File: config.mk
export PLATFORM = sky130hd
export DESIGN_NAME = hazard_scoreboard
export DESIGN_NICKNAME = d
export VERILOG_FILES = /design/src/rtl/hazard_scoreboard.sv
export SDC_FILE = /design/constraint.sdc
export NUM_CORES = 1
export LEC_CHECK = 0
export CORE_MARGIN = 2
export CORE_UTILIZATION = 30
export CTS_CLUSTER_SIZE = 30
export DETAILED_ROUTE_END_ITERATION = 8
export SLEW_MARGIN = 20
export SYNTH_ARGS = -nofsm -noshare
export SYNTH_HDL_FRONTEND = slang
export SYNTH_SLANG_ARGS = --single-unit
File: constraint.sdc
create_clock -name clk -period 3.9 [get_ports clk]
set_clock_uncertainty 0.2 [all_clocks]
set_input_delay 1.17 -clock clk [delete_from_list [all_inputs] [get_ports clk]]
set_output_delay 1.17 -clock clk [all_outputs]
set_load 0.005 [all_outputs]
File: src/rtl/hazard_scoreboard.sv
// Scoreboard hazard unit: per-register pending-write countdowns, decode stall, fetch flush.
// Define HAZ_FWD_EN when the forwarding network exists (RAW stalls only for load-use).
module hazard_scoreboard #(
  parameter int unsigned NUM_REGS     = 8,
  parameter int unsigned REG_W        = 3,
  parameter int unsigned NUM_SRC      = 3,
  parameter int unsigned WB_LAT       = 3,
  parameter int unsigned CNT_W        = 2,
  parameter int unsigned FLUSH_CYCLES = 2
) (
  input  logic                     clk,
  input  logic                     rst_n,
  input  logic                     id_valid,
  input  logic [NUM_SRC*REG_W-1:0] src_idx,
  input  logic [NUM_SRC-1:0]       src_vld,
  input  logic [REG_W-1:0]         dst_idx,
  input  logic                     dst_vld,
  input  logic                     dst_is_load,
  input  logic                     redirect,
  output logic                     stall_decode,
  output logic                     flush_fetch,
  output logic                     issue,
  output logic [NUM_REGS-1:0]      busy_vec,
  output logic [15:0]              stall_cnt
);

  localparam int unsigned FCNT_W = (FLUSH_CYCLES > 0) ? $clog2(FLUSH_CYCLES + 1) : 1;
  localparam int unsigned SCNT_W = 16;

  logic [CNT_W-1:0]  cnt [NUM_REGS];
  logic [NUM_REGS-1:0] ld;
  logic [FCNT_W-1:0] fcnt;
  logic              raw_haz;
  logic              waw_haz;
  logic              hazard;

  // Source compares use pre-edge counts, so an instruction never stalls on itself.
  always_comb begin
    raw_haz = 1'b0;
    for (int unsigned k = 0; k < NUM_SRC; k++) begin
      if (src_vld[k]) begin
`ifdef HAZ_FWD_EN
        if (ld[src_idx[k*REG_W +: REG_W]] &&
            (cnt[src_idx[k*REG_W +: REG_W]] == CNT_W'(WB_LAT)))
          raw_haz = 1'b1;
`else
        if (cnt[src_idx[k*REG_W +: REG_W]] != '0)
          raw_haz = 1'b1;
`endif
      end
    end
    waw_haz = dst_vld && (cnt[dst_idx] != '0);
    hazard  = id_valid && (raw_haz || waw_haz);
  end

`ifndef HAZ_FWD_EN
  logic unused_ld;
  assign unused_ld = ^ld;
`endif

  // Redirect wins over a hazard: the decode instruction is squashed anyway.
  assign stall_decode = hazard && !redirect;
  assign issue        = id_valid && !hazard && !redirect && (fcnt == '0);
  assign flush_fetch  = redirect || (fcnt != '0);

  always_comb begin
    busy_vec = '0;
    for (int unsigned r = 0; r < NUM_REGS; r++)
      busy_vec[r] = (cnt[r] != '0);
  end

  // Countdowns tick every edge; a new writer reloads its destination.
  always_ff @(posedge clk or negedge rst_n) begin
    if (!rst_n) begin
      for (int unsigned r = 0; r < NUM_REGS; r++)
        cnt[r] <= '0;
      ld <= '0;
    end else begin
      for (int unsigned r = 0; r < NUM_REGS; r++) begin
        if (issue && dst_vld && (dst_idx == REG_W'(r))) begin
          cnt[r] <= CNT_W'(WB_LAT);
          ld[r]  <= dst_is_load;
        end else if (cnt[r] != '0) begin
          cnt[r] <= cnt[r] - CNT_W'(1);
          if (cnt[r] == CNT_W'(1))
            ld[r] <= 1'b0;
        end
      end
    end
  end

  // Flush window restarts on every redirect rather than accumulating.
  always_ff @(posedge clk or negedge rst_n) begin
    if (!rst_n)
      fcnt <= '0;
    else if (redirect)
      fcnt <= FCNT_W'(FLUSH_CYCLES);
    else if (fcnt != '0)
      fcnt <= fcnt - FCNT_W'(1);
  end

  always_ff @(posedge clk or negedge rst_n) begin
    if (!rst_n)
      stall_cnt <= '0;
    else if (stall_decode && (stall_cnt != '1))
      stall_cnt <= stall_cnt + SCNT_W'(1);
  end

endmodule

Word level (Yosys, flattened, before mapping):

Index checks and enable logic that the tools add are counted.

* flip-flop bits (word level): 34
* input port bits: 21
* output and inout bits: 27
* word-level logic and storage cells: 116

* add/subtract/negate cells: 10
* order comparisons: 4
* equality and inequality tests: 8
* multiplexer cells: 36
* bitwise operators: 4
* reduce and logical (&&, ||, !) cells: 44

Operators with widths (number)
* two-way mux 2 bit: 26
* nonzero test 2 bit: 22
* binary-select mux 2 bit (select 3 bit): 4
* subtractor 2 x 1 -> 2 bit (second input constant): 9
* adder 16 x 1 -> 16 bit (second input constant): 1
* greater-or-equal comparator 4 bit (second input constant): 4
* logical AND 1 bit: 16
* != test 16 bit (second input constant): 1
* NOT 3 -> 4 bit: 4
* equality test 3 bit (second input constant): 4
* equality test 3 x 2 -> 1 bit (second input constant): 2
* two-way mux 1 bit: 6
* equality test 3 x 1 -> 1 bit (second input constant): 1
* zero test 3 bit: 1
* zero test 1 bit: 2
* zero test 2 bit: 1
* logical OR 1 bit: 2

Logic depth before layout (Yosys ltp):

Gate-level depths: netlist (run 1).

* depth in word-level cells: 20
* gate-level depth with buffers: 8
* gate-level depth less buffers: 7

Worst setup path after synthesis (run 1):

No wires, ideal clock.

* kind: input to output
* start point: input dst_idx[0]
* end point: output issue
* arrival time: 2.639 ns
* data required time: 2.530 ns
* slack: -0.109 ns
* cell stages on the path: 8
* buffers on the path: 2
* path through: buf_2 -> nand2b_1 -> o221a_1 -> a221oi_2 -> nor4_4 -> nand3_4 -> buf_6 -> inv_1

* word-level cells in the longest chain between the ends: 12

Ends and longest elaborated chain
* start: declaration: line 16 `input logic [REG_W-1:0] dst_idx,`
* NOT 3 -> 4 bit (implied by the code): line 52 `waw_haz = dst_vld && (cnt[dst_idx] != '0);`
* binary-select mux 2 bit (select 3 bit): line 52
* two-way mux 2 bit (implied by the code) (2 in a row): line 52
* nonzero test 2 bit: line 52
* logical AND 1 bit: line 52
* logical OR 1 bit: line 53 `hazard = id_valid && (raw_haz || waw_haz);`
* logical AND 1 bit: line 53
* zero test 1 bit: line 63 `assign issue = id_valid && !hazard && !redirect && (fcnt == '0);`
* logical AND 1 bit (3 in a row): line 63
* end: declaration: line 22 `output logic issue,`

No other way between the ends. The select of a mux whose other input is x is not followed.

Worst setup path after layout (run 1):

* start point: input src_idx[0]
* end point: output stall_decode

* word-level cells in the longest chain between the ends: 14

Ends and longest elaborated chain
* start: declaration: line 14 `input logic [NUM_SRC*REG_W-1:0] src_idx,`
* NOT 3 -> 4 bit (implied by the code) (*): line 47 `if (cnt[src_idx[k*REG_W +: REG_W]] != '0)`
* binary-select mux 2 bit (select 3 bit) (*): line 47
* two-way mux 2 bit (implied by the code) (*) (2 in a row): line 47
* nonzero test 2 bit (*): line 47
* two-way mux 1 bit (*): line 47
* two-way mux 1 bit (*): line 41 `if (src_vld[k]) begin`
* two-way mux 1 bit: line 47
* two-way mux 1 bit (*): line 41
* two-way mux 1 bit: line 47
* two-way mux 1 bit (*): line 41
* logical OR 1 bit (*): line 53
* logical AND 1 bit (*): line 53
* logical AND 1 bit (*): line 62 `assign stall_decode = hazard && !redirect;`
* end: declaration: line 20 `output logic stall_decode,`

Mark *: on every way between the ends. The rest lies on a longest branch, timed or not. The select of a mux whose other input is x is not followed.

==> flow_metrics.py, run 1 <==
metrics = {
    "drt": {
        "drtIter0Drc": 93,
        "via_count": 1926,
        "routed_wl_um": 5480,
        "routedWlPerCell_um": 13.8,
        "dr.pass1.iters": 4,
        "drt-vias-per-instance": 4.86,
        "drc": 0,
        "ant_nets": 0,
    },
    "worst_setup_path": {
        "timing.critical_path.slowest_stage_cell": "mux4_2",
        "critical_path_peak_fanout": 2,
        "crit-reg2reg-capture": "stall_cnt[1]",
        "crit_buf_inv": 3,
        "reg_to_reg_startpoint": "cnt[4]",
        "end_kind": "output pin",
        "start_kind": "input pin",
        "cp.arrival_ns": 2.57,
        "worst-r2r-setup-slack_ns": 1.08,
        "cp_cell_sequence": "clkdlybuf4s15_2, mux4_2, o22ai_4, nor4_4, buf_4, nor2b_2, buf_2",
        "critical_path.startpoint": "src_idx[0]",
        "worstSetupPathDepth": 7,
        "worstRegToRegCells": 9,
        "worstSetupEndpoint": "stall_decode",
        "setup.worst_path.class": "in -> out",
        "timing.critical_path.slowest_cell_delay_ns": 0.54,
        "worst_path_dominant_cell_family": "multiplexers",
        "crit_required_ns": 2.53,
    },
    "synth": {
        "synth_top_cells_by_count": "34 x dfrtp_1, 30 x inv_1, 24 x xor2_1",
        "post_synth_main_area_contributors": "dfrtp_1 39%, xor2_1 9.6%, ha_1 5.7%, inv_1 5.1%, o31ai_1 3.8%",
        "per_instance_average_area_after_synthesis_um2": 9.57,
        "ys_seq_area_share_pct": 38.8,
        "async_reset_ff_share_pct": 100,
        "postSynthNetCount": 260,
        "yosys_warnings": 0,
        "ys_ff_latch": 34,
        "syn_area_um2": 2190,
        "synth_most_common_cell": "dfrtp_1",
        "synth_edf_count": 0,
        "main_synth_ff_type": "dfrtp_1",
        "synth_area_leader_cell": "dfrtp_1",
        "synth_largest_type_area_fraction_pct": 38.8,
        "postSynthCellCount": 229,
        "yosys.cell_types.count": 36,
    },
    "power_and_ir_drop": {
        "power-per-cell-area_nw_per_um2": 601,
        "pwr-share-seq_pct": 36.1,
        "relative_contribution_of_the_clock_network_to_total_power_pct": 13.3,
        "comb_power_share_pct": 50.6,
        "leakage_power_uw": 0.00147,
        "max-vdd-ir-drop_mv": 0.303,
        "net-switching-power_uw": 735,
        "switching_share_pct": 39.4,
        "internal_power_uw": 1130,
    },
    "sta": {
        "finalSetupTns_ns": -0.0592,
        "max_clock_freq_mhz": 254,
        "maxSlewHeadroom_pct": 70.5,
        "fin_crit_ns": 3.94,
        "worst_slew_pin_slew_ns": 0.443,
        "drv_slew": 0,
        "timing_hold_violations_final": 0,
        "unrepaired_setup_endpoints_after_global_routing": "yes",
        "timing.final.crit_share_pct": 101,
        "finalWorstSetupSlack_ns": -0.0371,
        "setup_violations": 2,
    },
    "die": {
        "initial_core_util_pct": 30.5,
        "core_area_um2": 7180,
        "die_width_um": 89.5,
        "rows": 31,
        "boundaryPins": 48,
        "die_area_um2": 8010,
        "dieHeight_um": 89.5,
    },
    "place": {
        "dp_hpwl_um": 3960,
        "postPlaceCellArea_um2": 2900,
        "post-place-ws_ns": -0.958,
        "port-buffer-count": 46,
        "finalWeightedCongestion": 0.800,
    },
    "global_routing": {
        "gr-usage-all-layers_pct": 14.7,
        "initial_antenna_violation_count": 0,
        "grt_start_max_net_pins": 35,
        "grt_pass1_wl_um": 9050,
        "congestion_overflow_gr": 0,
        "first_global_vias": 1903,
    },
    "clocking": {
        "htreeDepth": 2,
        "max-clock-path-buffers": 2,
        "cts.sinks": 34,
        "cts_inserted_buffers": 5,
        "clk_latency_ns": 0.29,
        "tritoncts": "done",
        "clock_root_cell": "clkbuf_8",
        "clkTransAtPathRegs_ns": 0.06,
    },
    "cells_and_area": {
        "postLayoutCellArea_um2": 3110,
        "post_route_cells_drive_above_1_share_pct": 20.9,
        "syn_to_final_growth_pct": 41.7,
        "number_of_antenna_cells_inserted": 0,
        "fillers": 719,
        "final_core_utilization_pct": 43.3,
        "finish.net_count": 328,
    },
    "job": {
        "timing.max_cap.violations": 0,
    },
    "min_path": {
        "hold_class": "reg -> reg",
    },
    "status": {
        "outcome": "complete, but fails checks",
        "violations": "setup timing",
    },
}
[area by class of cell]
cell class | count | area, um2 | area share [%]
clock buffer | 5 | 68.8 | 2.22
timing repair buffer | 66 | 613 | 19.7
multi-input combinational | 160 | 1330 | 42.7
clock inverter | 2 | 10.0 | 0.322
inverter | 30 | 113 | 3.63
tap | 99 | 124 | 3.99
sequential | 34 | 851 | 27.4
[per-layer routing]
metal | up-vias | global-route usage, % | wire (um)
li1 | 943 | - | -
met1 | 922 | 19.8 | 2570
met2 | 56 | 24.2 | 2610
met3 | 5 | 3.42 | 281
met4 | 0 | 3.26 | 23
met5 | - | 0 | 0
[through the flow]
step,total power (uW),hold WS (ns),cells
4_1_cts,1870,0.302,395
3_5_place_dp,1560,0.284,385
5_1_grt,2030,0.311,396
6_report,1870,0.297,396
3_3_place_gp,1530,0.275,385
2_1_floorplan,1220,0.262,229
[cell families (layout without fill, tap and decap cells)]
logic type               count (synthesis)  after routing  synth area share (%)
AND/OR/NAND/NOR                         82             82                  20.6
XOR/XNOR                                24             24                  9.59
buffers and inverters                   35            103                  6.45
AO/OA/AOI/OAI                           36             36                  13.2
flip-flops                              34             34                  38.8
multiplexers                             8              8                  5.65
adder cells (fa/ha/maj)                 10             10                  5.71
[flip-flops by register name, indices dropped and copies added, names as in the netlist]
signal     flops
fcnt           2
cnt           16
stall_cnt     16
[timing repair]
| item | 4_1_cts | 5_1_grt |
|---|---|---|
| buffers inserted | 4 | 1 |
| pin swaps | 9 | 5 |
| hold endpoints to repair | 0 | 0 |
| gates resized for setup | 69 | 2 |
| setup endpoints to repair | 2 | 2 |
| hold buffers | 0 | 0 |
[power by group through the flow]
stage / Sequential, uW / Clock, uW / Combinational [uW]
after CTS: 665 / 256 / 947
after global routing: 695 / 278 / 1060
after floorplan: 616 / 0 / 600
after global placement: 652 / 0 / 873
final: 674 / 248 / 944
after detailed placement: 651 / 0 / 904
[worst min path at each step]
| stage | start | end | slack, ns | cells past startpoint |
|---|---|---|---|---|
| after floorplan | fcnt[1] | fcnt[1] | 0.26 | 1 |
| after global placement | fcnt[1] | fcnt[1] | 0.28 | 1 |
| after detailed placement | stall_cnt[14] | stall_cnt[14] | 0.28 | 1 |
| after CTS | fcnt[1] | fcnt[1] | 0.30 | 1 |
| after global routing | fcnt[1] | fcnt[1] | 0.31 | 1 |
| final | fcnt[1] | fcnt[1] | 0.30 | 1 |
[placed cells by master (no fill, tap or decap), drive strengths merged, types with 10 or more instances in the layout]
| master | count |
|---|---|
| o31ai | 12 |
| nor2 | 21 |
| xor2 | 24 |
| clkdlybuf4s50 | 31 |
| dfrtp | 34 |
| ha | 10 |
| nand2 | 14 |
| nor3 | 10 |
| inv | 30 |
| buf | 28 |
Power figures use the tool's default switching activity.
==> run 2: changes to the inputs <==
--- a/config.mk
+++ b/config.mk
@@ -9,6 +9,7 @@
 export CORE_UTILIZATION = 30
 export CTS_CLUSTER_SIZE = 30
 export DETAILED_ROUTE_END_ITERATION = 8
+export DONT_BUFFER_PORTS = 1
 export SLEW_MARGIN = 20
 export SYNTH_ARGS = -nofsm -noshare
 export SYNTH_HDL_FRONTEND = slang
==> flow_metrics.py, run 2 (same netlist as run 1, synthesis figures left out) <==
metrics = {
    "die": {
        "core_area_um2": 7180,
        "rows": 31,
        "die_area_um2": 8010,
        "die_width_um": 89.5,
        "initial_core_util_pct": 30.5,
        "dieHeight_um": 89.5,
        "boundaryPins": 48,
    },
    "global_routing": {
        "first_global_vias": 1749,
        "grt_pass1_wl_um": 8380,
        "gr-usage-all-layers_pct": 13.6,
        "initial_antenna_violation_count": 0,
        "grt_start_max_net_pins": 35,
        "congestion_overflow_gr": 0,
    },
    "clocking": {
        "clk_latency_ns": 0.28,
        "post-cts-setup-buffer-count": 0,
        "clkTransAtPathRegs_ns": 0.07,
        "max-clock-path-buffers": 2,
        "htreeDepth": 2,
        "cts_inserted_buffers": 5,
        "cts-hold-fix-buffers": 0,
        "cts.sinks": 34,
        "clock_root_cell": "clkbuf_8",
        "cts.repair.resized": 0,
        "tritoncts": "done",
    },
    "drt": {
        "drt-vias-per-instance": 4.99,
        "drc": 0,
        "ant_nets": 0,
        "routedWlPerCell_um": 14.8,
        "drtIter0Drc": 103,
        "routed_wl_um": 4950,
        "dr.pass1.iters": 4,
        "via_count": 1671,
    },
    "worst_setup_path": {
        "crit_required_ns": 2.53,
        "reg_to_reg_startpoint": "cnt[4]",
        "cp.arrival_ns": 2.42,
        "start_kind": "input pin",
        "critical_path_peak_fanout": 10,
        "setup.worst_path.class": "in -> out",
        "worstRegToRegCells": 8,
        "crit-reg2reg-capture": "stall_cnt[1]",
        "end_kind": "output pin",
        "worst-r2r-setup-slack_ns": 1.28,
    },
    "sta": {
        "finalSetupTns_ns": 0,
        "maxSlewHeadroom_pct": 76.1,
        "timing.final.crit_share_pct": 97.2,
        "worst_slew_pin_slew_ns": 0.357,
        "setup_violations": 0,
        "fin_crit_ns": 3.79,
        "max_clock_freq_mhz": 264,
        "unrepaired_setup_endpoints_after_global_routing": "no",
        "finalWorstSetupSlack_ns": 0.111,
        "timing_hold_violations_final": 0,
        "drv_slew": 0,
    },
    "place": {
        "finalWeightedCongestion": 0.868,
        "place.detailed.instances": 327,
        "dp_hpwl_um": 3720,
        "port-buffer-count": 0,
        "post-place-ws_ns": 0.105,
    },
    "cells_and_area": {
        "post_route_cells_drive_above_1_share_pct": 13.1,
        "finish.net_count": 266,
        "final_cell_mix": "34 x dfrtp_1, 30 x inv_1, 24 x xor2_1, 21 x nor2_1, 14 x nand2_1",
        "syn_to_final_growth_pct": 11.4,
        "mostFrequentLayoutCell": "dfrtp_1",
        "number_of_antenna_cells_inserted": 0,
        "top_regs": "cnt: 16 flops, stall_cnt: 16 flops, fcnt: 2 flops",
        "finalNonFillerCells": 335,
    },
    "power_and_ir_drop": {
        "leakage_power_uw": 0.00116,
        "max-vdd-ir-drop_mv": 0.357,
        "finalPower_uw": 1630,
        "power-per-cell-area_nw_per_um2": 669,
    },
    "min_path": {
        "hold_class": "reg -> reg",
        "whs_path_depth": 1,
        "hold_start": "fcnt[1]",
        "hold-path-endpoint": "fcnt[1]",
    },
    "job": {
        "timing.max_cap.violations": 0,
    },
    "status": {
        "outcome": "finished, final reports clean",
    },
}
-- run 2: cell count changes in the layout (fill, tap and decap cells not counted), moves of 4 or more --
cell	before	now
clkdlybuf4s50_1	31	0
dlygate4sd2_1	6	0
buf_2	4	0
buf_4	17	4
buf_6	5	0
nor4b_4	4	0
-- run 2: report_power, final --
part | leakage [uW] | internal, uW | switching, uW
Clock | 0.0000482 | 142 | 130
Sequential | 0.000426 | 486 | 163
Combinational | 0.000688 | 353 | 359
Total | 0.00116 | 981 | 652
-- run 2: through the flow --
stage	hold WS (ns)	area, um2	utilization [%]
final	0.290	2440	34.0
after global routing	0.325	2440	34.0
after CTS	0.297	2440	34.0
after detailed placement	0.281	2350	32.8
after global placement	0.274	2350	32.8
after floorplan	0.262	2240	-
-- run 2: critical path, stage by stage --
cell,delay (ns)
mux4_2,0.48
a221oi_2,0.33
nor4_4,0.10
buf_4,0.15
nor2b_1,0.19
-- run 2: metal layers --
metal	track usage, %	share of wire [%]	up-vias	wire length, um
met5	0	0	-	0
met4	4.07	1.2	0	61
met3	4.34	8.5	8	421
met2	22.4	47	53	2310
met1	17.1	44	792	2160
li1	-	-	818	-
-- run 2: how the worst max path moves through the flow --
stage	from	endpoint	cells after the start
finish	dst_idx[0]	stall_decode	5
global route	dst_idx[0]	stall_decode	5
floorplan	src_idx[7]	issue	7
detailed placement	dst_idx[0]	stall_decode	5
CTS	dst_idx[0]	stall_decode	5
global placement	dst_idx[0]	stall_decode	5
-- run 2: cell type report --
class | count | area [um2]
clock buffer | 7 | 86.3
timing repair buffer | 4 | 30.0
multi-input combinational | 160 | 1230
tap | 99 | 124
sequential | 34 | 851
fill | 776 | 4730
inverter | 30 | 113
clock inverter | 1 | 5.00
==> run 3: changes to the inputs <==
--- a/config.mk
+++ b/config.mk
@@ -10,6 +10,7 @@
 export CTS_CLUSTER_SIZE = 30
 export DETAILED_ROUTE_END_ITERATION = 8
 export DONT_BUFFER_PORTS = 1
+export SETUP_SLACK_MARGIN = 0.15
 export SLEW_MARGIN = 20
 export SYNTH_ARGS = -nofsm -noshare
 export SYNTH_HDL_FRONTEND = slang
==> flow_metrics.py, run 3 (same netlist as run 1, synthesis figures left out) <==
metrics = {
    "drt": {
        "dr.pass1.iters": 4,
        "routed_wl_um": 4920,
        "drc": 0,
        "ant_nets": 0,
        "drt-vias-per-instance": 5.04,
        "routedWlPerCell_um": 14.8,
        "via_count": 1678,
        "drtIter0Drc": 85,
    },
    "sta": {
        "worst_slew_pin_slew_ns": 0.508,
        "max_clock_freq_mhz": 268,
        "maxSlewHeadroom_pct": 66.1,
        "drv_slew": 0,
        "unrepaired_setup_endpoints_after_global_routing": "yes",
        "finalWorstSetupSlack_ns": 0.166,
        "timing.final.crit_share_pct": 95.7,
        "fin_crit_ns": 3.73,
        "finalSetupTns_ns": 0,
        "setup_violations": 0,
        "timing_hold_violations_final": 0,
    },
    "cells_and_area": {
        "mostFrequentLayoutCell": "dfrtp_1",
        "top_regs": "cnt: 16 flops, stall_cnt: 16 flops, fcnt: 2 flops",
        "finish.net_count": 265,
        "syn_to_final_growth_pct": 15.1,
        "post_route_cells_drive_above_1_share_pct": 14.5,
        "final_cell_mix": "34 x dfrtp_1, 29 x inv_1, 24 x xor2_1, 21 x nor2_1, 14 x nand2_1",
        "postLayoutCellArea_um2": 2520,
        "number_of_antenna_cells_inserted": 0,
    },
    "die": {
        "dieHeight_um": 89.5,
        "rows": 31,
        "die_area_um2": 8010,
        "initial_core_util_pct": 30.5,
        "die_width_um": 89.5,
        "core_area_um2": 7180,
        "boundaryPins": 48,
    },
    "worst_setup_path": {
        "setup.worst_path.class": "in -> out",
        "cp.arrival_ns": 2.36,
        "critical_path_peak_fanout": 10,
        "start_kind": "input pin",
        "end_kind": "output pin",
        "crit_required_ns": 2.53,
    },
    "power_and_ir_drop": {
        "internal_power_uw": 1060,
        "finalPower_uw": 1730,
        "relative_contribution_of_the_clock_network_to_total_power_pct": 19.2,
        "power-per-cell-area_nw_per_um2": 688,
        "switching_share_pct": 39.0,
        "leakage_power_uw": 0.00119,
        "net-switching-power_uw": 676,
        "pwr-share-seq_pct": 38.5,
        "comb_power_share_pct": 42.3,
        "max-vdd-ir-drop_mv": 0.287,
    },
    "clocking": {
        "htreeDepth": 2,
        "max-clock-path-buffers": 2,
        "clkTransAtPathRegs_ns": 0.06,
        "cts-hold-fix-buffers": 0,
        "tritoncts": "done",
        "clk_latency_ns": 0.30,
        "cts.sinks": 34,
        "cts_inserted_buffers": 5,
        "clock_root_cell": "clkbuf_8",
    },
    "place": {
        "post-place-ws_ns": 0.0898,
        "port-buffer-count": 0,
        "finalWeightedCongestion": 0.814,
        "dp_hpwl_um": 3650,
        "postPlaceCellArea_um2": 2350,
    },
    "job": {
        "timing.max_cap.violations": 0,
    },
    "global_routing": {
        "initial_antenna_violation_count": 0,
        "grt_start_max_net_pins": 35,
        "first_global_vias": 1714,
        "gr-usage-all-layers_pct": 13.4,
        "gr-usage-met1_pct": 16.1,
        "grt.met2_usage_pct": 21.9,
        "top_usage_layer": "met2",
        "grt_pass1_wl_um": 8070,
        "congestion_overflow_gr": 0,
        "globalRouteMet3Util_pct": 4.99,
    },
    "status": {
        "outcome": "finished, final reports clean",
    },
    "min_path": {
        "hold_class": "reg -> reg",
    },
}
-- run 3: cell count changes in the layout (fill, tap and decap cells not counted), sizes merged --
| cell | change |
|---|---|
| bufinv | +1 |
| buf | -1 |
| clkbuf | -1 |
| clkinv | -1 |
-- run 3: repair_timing --
| item | in CTS | in global routing |
|---|---|---|
| buffers inserted | 1 | 0 |
| setup endpoints to repair | 1 | 2 |
| gates cloned | 0 | 0 |
| pin swaps | 5 | 4 |
| hold endpoints to repair | 0 | 0 |
| resized for setup | 5 | 3 |
-- run 3: path summary, 6_finish.rpt --
check                      startpoint           end  slack, ns  depth (start not counted)
hold / removal                fcnt[1]       fcnt[1]       0.30                          1
max in group asynchronous       rst_n       fcnt[1]       3.04                          0
hold reg to reg               fcnt[1]       fcnt[1]       0.30                          1
min in group asynchronous       rst_n  stall_cnt[9]       0.36                          0
setup reg to reg               cnt[4]  stall_cnt[1]       1.19                          8
setup / recovery           dst_idx[0]         issue       0.17                          6
-- run 3: layout make-up --
type,count,area (um2)
Multi-Input combinational cell,160,1300
Sequential cell,34,851
Inverter,30,113
Clock inverter,1,30.0
Timing Repair Buffer,3,26.3
Fill cell,738,4650
Clock buffer,6,82.6
Tap cell,99,124
-- run 3: metrics by stage --
step | hold slack [ns] | utilization [%] | std cells
CTS | 0.299 | 34.9 | 333
detailed placement | 0.286 | 32.8 | 325
finish | 0.299 | 35.2 | 333
global route | 0.338 | 35.2 | 333
floorplan | 0.262 | - | 229
global placement | 0.276 | 32.8 | 325
-- run 3: critical path, cell delays in order --
cell and delay [ns]:
mux4_2 0.51, a221oi_4 0.33, nor4_4 0.08, buf_6 0.14, nand3_4 0.08, inv_2 0.04
-- run 3: routing by layer --
layer  vias up  share of wire (%)  wire, um
met5         -                  0         0
met4         0                1.6        79
met3         8                8.4       415
met2        57                 47      2320
met1       799                 43      2110
li1        814                  -         -
-- run 3: power groups by stage --
stage | Combinational, uW | Sequential [uW] | Clock (uW)
2_1_floorplan | 603 | 621 | 0
3_3_place_gp | 696 | 656 | 0
3_5_place_dp | 719 | 661 | 0
4_1_cts | 741 | 660 | 345
5_1_grt | 851 | 693 | 358
6_report | 733 | 668 | 334
